===== src/rtl/dag_addr_gen_if.sv =====
// Sequencer <-> data address generator bus: decode strobes, ureg traffic, returned addresses.
// master = program sequencer side, slave = address generator side.
interface dag_addr_gen_if #(
    parameter int AW = 16
);
    logic          ps_dg_en;
    logic          ps_dg_dgsclt;
    logic          ps_dg_mdfy;
    logic [2:0]    ps_dg_iadd;
    logic [2:0]    ps_dg_madd;
    logic          ps_dg_wrt_en;
    logic [4:0]    ps_dg_wrt_add;
    logic [4:0]    ps_dg_rd_add;
    logic [AW-1:0] bc_dt;
    logic [AW-1:0] dg_bc_dt;
    logic [AW-1:0] dg_ps_add;
    logic [AW-1:0] dg_dm_add;
    logic          dg_dm_vld;

    modport master (
        output ps_dg_en, ps_dg_dgsclt, ps_dg_mdfy, ps_dg_iadd, ps_dg_madd,
        output ps_dg_wrt_en, ps_dg_wrt_add, ps_dg_rd_add, bc_dt,
        input  dg_bc_dt, dg_ps_add, dg_dm_add, dg_dm_vld
    );

    modport slave (
        input  ps_dg_en, ps_dg_dgsclt, ps_dg_mdfy, ps_dg_iadd, ps_dg_madd,
        input  ps_dg_wrt_en, ps_dg_wrt_add, ps_dg_rd_add, bc_dt,
        output dg_bc_dt, dg_ps_add, dg_dm_add, dg_dm_vld
    );
endinterface


===== src/rtl/dag_addr_gen.sv =====
// Data address generator: I/M register file with pre/post-modify addressing, PM target and DM address.
// Optional circular buffering (L/B registers) is enabled by defining DAG_CIRC_BUF_EN.
module dag_addr_gen #(
    parameter int AW   = 16,
    parameter int NREG = 8
) (
    input  logic           clk,
    input  logic           rst,
    dag_addr_gen_if.slave  bus
);

`ifdef DAG_CIRC_BUF_EN
    localparam bit CIRC = 1'b1;
`else
    localparam bit CIRC = 1'b0;
`endif

    logic [AW-1:0] i_reg [NREG];
    logic [AW-1:0] m_reg [NREG];

    logic [1:0]    wr_bank;
    logic [2:0]    wr_idx;
    logic          wr_impl;
    logic [1:0]    rd_bank;
    logic [2:0]    rd_idx;

    logic [AW-1:0]        i_eff;
    logic signed [AW-1:0] m_eff;
    logic signed [AW-1:0] sum_p0;
    logic [AW-1:0]        addr_p0;
    logic [AW-1:0]        i_next_p0;
    logic                 post_upd_p0;
    logic                 dm_req_p0;
    logic                 wr_hits_i;

    logic [AW-1:0] dm_add_p1;
    logic          vld_p1;
    logic [AW-1:0] rd_data;

    assign wr_bank = bus.ps_dg_wrt_add[4:3];
    assign wr_idx  = bus.ps_dg_wrt_add[2:0];
    assign rd_bank = bus.ps_dg_rd_add[4:3];
    assign rd_idx  = bus.ps_dg_rd_add[2:0];
    assign wr_impl = bus.ps_dg_wrt_en && (!wr_bank[1] || CIRC);

    // Effective I/M: a same-cycle ureg write is forwarded so the address uses the new value.
    assign i_eff = (bus.ps_dg_wrt_en && wr_bank == 2'b00 && wr_idx == bus.ps_dg_iadd)
                   ? bus.bc_dt : i_reg[bus.ps_dg_iadd];
    assign m_eff = (bus.ps_dg_wrt_en && wr_bank == 2'b01 && wr_idx == bus.ps_dg_madd)
                   ? $signed(bus.bc_dt) : $signed(m_reg[bus.ps_dg_madd]);

    assign sum_p0  = $signed(i_eff) + m_eff;
    assign addr_p0 = bus.ps_dg_mdfy ? $unsigned(sum_p0) : i_eff;

    assign post_upd_p0 = bus.ps_dg_en && !bus.ps_dg_mdfy;
    assign dm_req_p0   = bus.ps_dg_en && !bus.ps_dg_dgsclt;
    assign wr_hits_i   = bus.ps_dg_wrt_en && wr_bank == 2'b00;

    assign bus.dg_ps_add = (bus.ps_dg_en && bus.ps_dg_dgsclt) ? addr_p0 : '0;

`ifdef DAG_CIRC_BUF_EN
    logic [AW-1:0] l_reg [NREG];
    logic [AW-1:0] b_reg [NREG];
    logic [AW-1:0] l_eff;
    logic [AW-1:0] b_eff;

    assign l_eff = (bus.ps_dg_wrt_en && wr_bank == 2'b10 && wr_idx == bus.ps_dg_iadd)
                   ? bus.bc_dt : l_reg[bus.ps_dg_iadd];
    assign b_eff = (bus.ps_dg_wrt_en && wr_bank == 2'b11 && wr_idx == bus.ps_dg_iadd)
                   ? bus.bc_dt : b_reg[bus.ps_dg_iadd];

    // Window limit is computed one bit wider so B+L near the top of memory does not alias.
    function automatic logic [AW-1:0] circ_wrap(input logic [AW-1:0] n,
                                                input logic [AW-1:0] base,
                                                input logic [AW-1:0] len);
        logic [AW:0] lim;
        lim = {1'b0, base} + {1'b0, len};
        if (len == '0)
            circ_wrap = n;
        else if ({1'b0, n} >= lim)
            circ_wrap = n - len;
        else if (n < base)
            circ_wrap = n + len;
        else
            circ_wrap = n;
    endfunction

    assign i_next_p0 = circ_wrap($unsigned(sum_p0), b_eff, l_eff);

    always_ff @(posedge clk or negedge rst) begin
        if (!rst) begin
            for (int k = 0; k < NREG; k++) begin
                l_reg[k] <= '0;
                b_reg[k] <= '0;
            end
        end else if (bus.ps_dg_wrt_en) begin
            if (wr_bank == 2'b10) l_reg[wr_idx] <= bus.bc_dt;
            if (wr_bank == 2'b11) b_reg[wr_idx] <= bus.bc_dt;
        end
    end
`else
    assign i_next_p0 = $unsigned(sum_p0);
`endif

    // Register file update: ureg write to an I register beats a post-modify of the same I.
    always_ff @(posedge clk or negedge rst) begin
        if (!rst) begin
            for (int k = 0; k < NREG; k++) begin
                i_reg[k] <= '0;
                m_reg[k] <= '0;
            end
        end else begin
            for (int k = 0; k < NREG; k++) begin
                if (wr_hits_i && wr_idx == 3'(k))
                    i_reg[k] <= bus.bc_dt;
                else if (post_upd_p0 && bus.ps_dg_iadd == 3'(k))
                    i_reg[k] <= i_next_p0;
            end
            if (bus.ps_dg_wrt_en && wr_bank == 2'b01)
                m_reg[wr_idx] <= bus.bc_dt;
        end
    end

    // Stage p0 -> p1: registered DM address and valid.
    always_ff @(posedge clk or negedge rst) begin
        if (!rst) begin
            dm_add_p1 <= '0;
            vld_p1    <= 1'b0;
        end else begin
            vld_p1 <= dm_req_p0;
            if (dm_req_p0)
                dm_add_p1 <= addr_p0;
        end
    end

    assign bus.dg_dm_add = dm_add_p1;
    assign bus.dg_dm_vld = vld_p1;

    always_comb begin
        rd_data = '0;
        case (rd_bank)
            2'b00:   rd_data = i_reg[rd_idx];
            2'b01:   rd_data = m_reg[rd_idx];
`ifdef DAG_CIRC_BUF_EN
            2'b10:   rd_data = l_reg[rd_idx];
            2'b11:   rd_data = b_reg[rd_idx];
`endif
            default: rd_data = '0;
        endcase
        if (wr_impl && bus.ps_dg_rd_add == bus.ps_dg_wrt_add)
            rd_data = bus.bc_dt;
    end

    assign bus.dg_bc_dt = rd_data;

endmodule


===== src/flat_wrapper.sv =====
// flat-port wrapper written by rule: the top's interface ports become plain ports
module dag_addr_gen_flat 
#(
    parameter int AW   = 16,
    parameter int NREG = 8
)
  (clk, rst, bus_ps_dg_en, bus_ps_dg_dgsclt, bus_ps_dg_mdfy, bus_ps_dg_iadd, bus_ps_dg_madd, bus_ps_dg_wrt_en, bus_ps_dg_wrt_add, bus_ps_dg_rd_add, bus_bc_dt, bus_dg_bc_dt, bus_dg_ps_add, bus_dg_dm_add, bus_dg_dm_vld);
  dag_addr_gen_if #(.AW(AW)) bus_i ();
  input  logic clk;
  input  logic rst;
  input wire logic [$bits(bus_i.ps_dg_en)-1:0] bus_ps_dg_en;
  input wire logic [$bits(bus_i.ps_dg_dgsclt)-1:0] bus_ps_dg_dgsclt;
  input wire logic [$bits(bus_i.ps_dg_mdfy)-1:0] bus_ps_dg_mdfy;
  input wire logic [$bits(bus_i.ps_dg_iadd)-1:0] bus_ps_dg_iadd;
  input wire logic [$bits(bus_i.ps_dg_madd)-1:0] bus_ps_dg_madd;
  input wire logic [$bits(bus_i.ps_dg_wrt_en)-1:0] bus_ps_dg_wrt_en;
  input wire logic [$bits(bus_i.ps_dg_wrt_add)-1:0] bus_ps_dg_wrt_add;
  input wire logic [$bits(bus_i.ps_dg_rd_add)-1:0] bus_ps_dg_rd_add;
  input wire logic [$bits(bus_i.bc_dt)-1:0] bus_bc_dt;
  output wire logic [$bits(bus_i.dg_bc_dt)-1:0] bus_dg_bc_dt;
  output wire logic [$bits(bus_i.dg_ps_add)-1:0] bus_dg_ps_add;
  output wire logic [$bits(bus_i.dg_dm_add)-1:0] bus_dg_dm_add;
  output wire logic [$bits(bus_i.dg_dm_vld)-1:0] bus_dg_dm_vld;
  assign bus_i.ps_dg_en = bus_ps_dg_en;
  assign bus_i.ps_dg_dgsclt = bus_ps_dg_dgsclt;
  assign bus_i.ps_dg_mdfy = bus_ps_dg_mdfy;
  assign bus_i.ps_dg_iadd = bus_ps_dg_iadd;
  assign bus_i.ps_dg_madd = bus_ps_dg_madd;
  assign bus_i.ps_dg_wrt_en = bus_ps_dg_wrt_en;
  assign bus_i.ps_dg_wrt_add = bus_ps_dg_wrt_add;
  assign bus_i.ps_dg_rd_add = bus_ps_dg_rd_add;
  assign bus_i.bc_dt = bus_bc_dt;
  assign bus_dg_bc_dt = bus_i.dg_bc_dt;
  assign bus_dg_ps_add = bus_i.dg_ps_add;
  assign bus_dg_dm_add = bus_i.dg_dm_add;
  assign bus_dg_dm_vld = bus_i.dg_dm_vld;
  dag_addr_gen #(.AW(AW), .NREG(NREG)) u_core (.clk(clk), .rst(rst), .bus(bus_i));
endmodule

===== config.mk =====
export PLATFORM = sky130hd
export DESIGN_NAME = dag_addr_gen_flat
export DESIGN_NICKNAME = d
export VERILOG_FILES = /design/src/rtl/dag_addr_gen_if.sv /design/src/rtl/dag_addr_gen.sv /design/src/flat_wrapper.sv
export SDC_FILE = /design/constraint.sdc
export NUM_CORES = 1
export LEC_CHECK = 0
export CORE_ASPECT_RATIO = 1.1
export CORE_UTILIZATION = 30
export DETAILED_ROUTE_END_ITERATION = 10
export PLACE_DENSITY_LB_ADDON = 0.05
export RECOVER_POWER = 25
export SYNTH_ARGS = -nofsm -noshare
export SYNTH_HDL_FRONTEND = slang
export SYNTH_SLANG_ARGS = --single-unit
export TNS_END_PERCENT = 20

===== constraint.sdc =====
create_clock -name clk -period 16.1 [get_ports clk]
set_clock_uncertainty 0.05 [all_clocks]
set_input_delay 4.83 -clock clk [delete_from_list [all_inputs] [get_ports clk]]
set_output_delay 4.83 -clock clk [all_outputs]
set_load 0.02 [all_outputs]

==> metrics.txt <==
ys async rst share=1.000; GR Overflow Total=0; startpoint types=input pin; Setup TNS=0 ns; slew of the pin with the lowest slew margin=6.592 ns; Root Buffer=clkbuf_16; mux share of post-synthesis cell area=0.3289; Final #Nets=1635; compound-gate portion of the synthesized area=0.1033; top_reg_cell synth=dfrtp_1; Routed WL=62.94 mm; DPL Wire Length=just over 40 mm; most frequent cell after synthesis=dfrtp_1; Tcrit/Tclk final=0.9280; CTS Sinks=~270; status=complete, but fails checks; drt drc=0; syn_area_per_cell=approximately 11 um^2; Leak=8.272 nW; f_max=between 0.06 and 0.07 GHz; HP Class=flop to flop; worst skew pair latency=around 0.56 ns; IO Port Bufs=86; Hold Buf Count CTS=0; final worst path period need=about 15 ns; setup repair after global routing missed its margin=no; routed len/inst=26.86 um; sequential-to-total area share from yosys stat=0.4050; post-synth cell types=54; via count=around 13k; Syn Inst Count=1544; CTS tree=yes; number of enable flip-flop cells after synthesis=0; # fillers=~5.5k; ant diodes=0; xor and xnor area share after synthesis=0.01083; Post-DRT Antenna Nets=0; total track usage=0.2231; chip width=about 230 um; Reg clk slew, reported paths=about 0.060 ns; top post-synthesis cells by area=dfrtp_1 41%, mux4_2 19%, mux2_2 8.6%; CP Data Arrival Time=10.06 ns; failing checks=capacitance limit, slew limit; number of CTS-inserted buffers=35; Clock Path Buffers=3; row cnt=90; GP Congestion=between 0.8 and 0.9; worst-path fanout max=15; MaxCap Viol Count=2; setup bufs post-CTS=0; Max Slew Vio Count=213; Initial DRT Pass Iterations=5; starting density of the core=0.3057; global-route wire length before repair=approximately 90 mm; simple-gate share of the synthesized area=0.09963; area of the mapped netlist=between 15000 and 20000 um^2; die footprint=about 57000 um^2; Fin. Hold Viols=0; Area growth syn-to-layout=16.76%; IO Pins=a little under 90; FF+latch count, synth=273; post-CTS sizing=0; share of cells above drive strength 1=0.2551; cell accounting for the most synthesized area=dfrtp_1; Yosys top cell area share=0.4050; Yosys warning total=0; vias in the first global route=~13k; Die H=250.7 um; largest net degree at the start of global routing=roughly 140; Peak VDD IR=a little over 80 uV; Synth Area in Adders=0.01231; number of DRC markers in iteration 0=between 900 and 1k; critical path endpoint category=primary output; Syn Nets=roughly 1.6k; antenna violations before repair=3; pwr dens=roughly 160 nW/um^2; hold_ws=~0.43 ns; core area=roughly 55000 um^2; commonest cells in the netlist=273 x dfrtp_1, 215 x nand2_1, 143 x mux4_2; Rel. slew slack=-3.395; Setup Viol. Count Final=0; Worst EP required=approximately 11 ns; largest family of logic cells by synthesized area=multiplexers; WS Path Type=input pin to primary output; Via density=5.419; CTS H-tree depth=2
worst max-delay path: stages:
cell	delay, ns
clkdlybuf4s50_1	0.69
xnor2_1	0.35
and4_1	0.66
o21ai_0	0.36
ha_1	0.39
a211oi_1	0.38
nor3_1	0.15
nor2_1	0.18
o21ai_0	0.23
a221oi_1	0.69
xor2_2	0.15
a211oi_1	0.33
clkdlybuf4s50_1	0.67
cell families after synthesis:
group,after synthesis
compound gates,311
xor+xnor,20
fa+ha+maj,16
buf+inv,170
flops,273
mux,359
simple gates,395
metrics by stage:
| step | cell area, um^2 | util | setup WS, ns | std cells | total power, mW |
|---|---|---|---|---|---|
| 2_1_floorplan | 16870 | - | 2.707 | 1544 | 1.909 |
| 4_1_cts | 19710 | 0.3572 | 1.042 | 2343 | 3.218 |
| 3_5_place_dp | 18570 | 0.3366 | 1.032 | 2280 | 2.407 |
| 5_1_grt | 19690 | 0.3569 | 0.3781 | 2343 | 3.380 |
| 3_3_place_gp | 18570 | 0.3366 | 1.172 | 2280 | 2.392 |
| 6_report | 19690 | 0.3569 | 1.159 | 2343 | 3.192 |
routing by layer:
| layer | vias to the layer above | GRT usage | share of wire |
|---|---|---|---|
| li1 | 5706 | - | - |
| met1 | 6590 | 0.3079 | 0.45 |
| met2 | 323 | 0.3666 | 0.48 |
| met3 | 77 | 0.02664 | 0.043 |
| met4 | 0 | 0.06654 | 0.025 |
| met5 | - | 0 | 0 |
power breakdown:
| part | switching, mW | internal [mW] | total, mW |
|---|---|---|---|
| logic | 0.713 | 0.590 | 1.30 |
| clock network | 0.321 | 0.474 | 0.795 |
| registers | 0.170 | 0.925 | 1.09 |
| total | 1.20 | 1.99 | 3.19 |
final cells by class:
cell class                 count  area [um^2]  area share
tap                          736        920.9     0.04676
clock buffer                  57         1081     0.05490
timing repair buffer         150         1315     0.06678
multi-input combinational   1101         9412      0.4779
clock inverter                 6        57.56    0.002923
inverter                      20        75.07    0.003812
sequential                   273         6832      0.3469
worst paths after layout:
path | slack [ns] | from | endpoint | cells past startpoint
setup / recovery | 1.16 | bus_ps_dg_wrt_add[0] | bus_dg_ps_add[15] | 13
hold / removal | 0.43 | u_core.bus.dg_dm_add[2] | u_core.bus.dg_dm_add[2] | 2
setup reg to reg | 11.98 | u_core.m_reg[8] | u_core.i_reg[31] | 12
hold reg to reg | 0.43 | u_core.bus.dg_dm_add[2] | u_core.bus.dg_dm_add[2] | 2
max in group asynchronous | 2.19 | rst | u_core.m_reg[54] | 2
min in group asynchronous | 5.66 | rst | u_core.i_reg[14] | 1
cells in the final DEF, fill, tap and decap left out, drive strengths merged, types with 3 or more instances in the layout:
cell type and instances:
nor2 111, and2 4, mux2i 87, ha 15, clkbuf 58, o21a 12
a21o 17, or3 11, xnor2 9, nand2b 4, and3 10, mux4 143
nand3 8, nor2b 11, nor3b 3, nor4 3, inv 19, o31ai 9
a21oi 97, nand2 215, a211oi 3, nor3 5, xor2 11, o21ai 128
clkinv 5, mux2 129, clkdlybuf4s50 79, dfrtp 273, buf 69, a31oi 35
(Power assumes the default switching activity.)
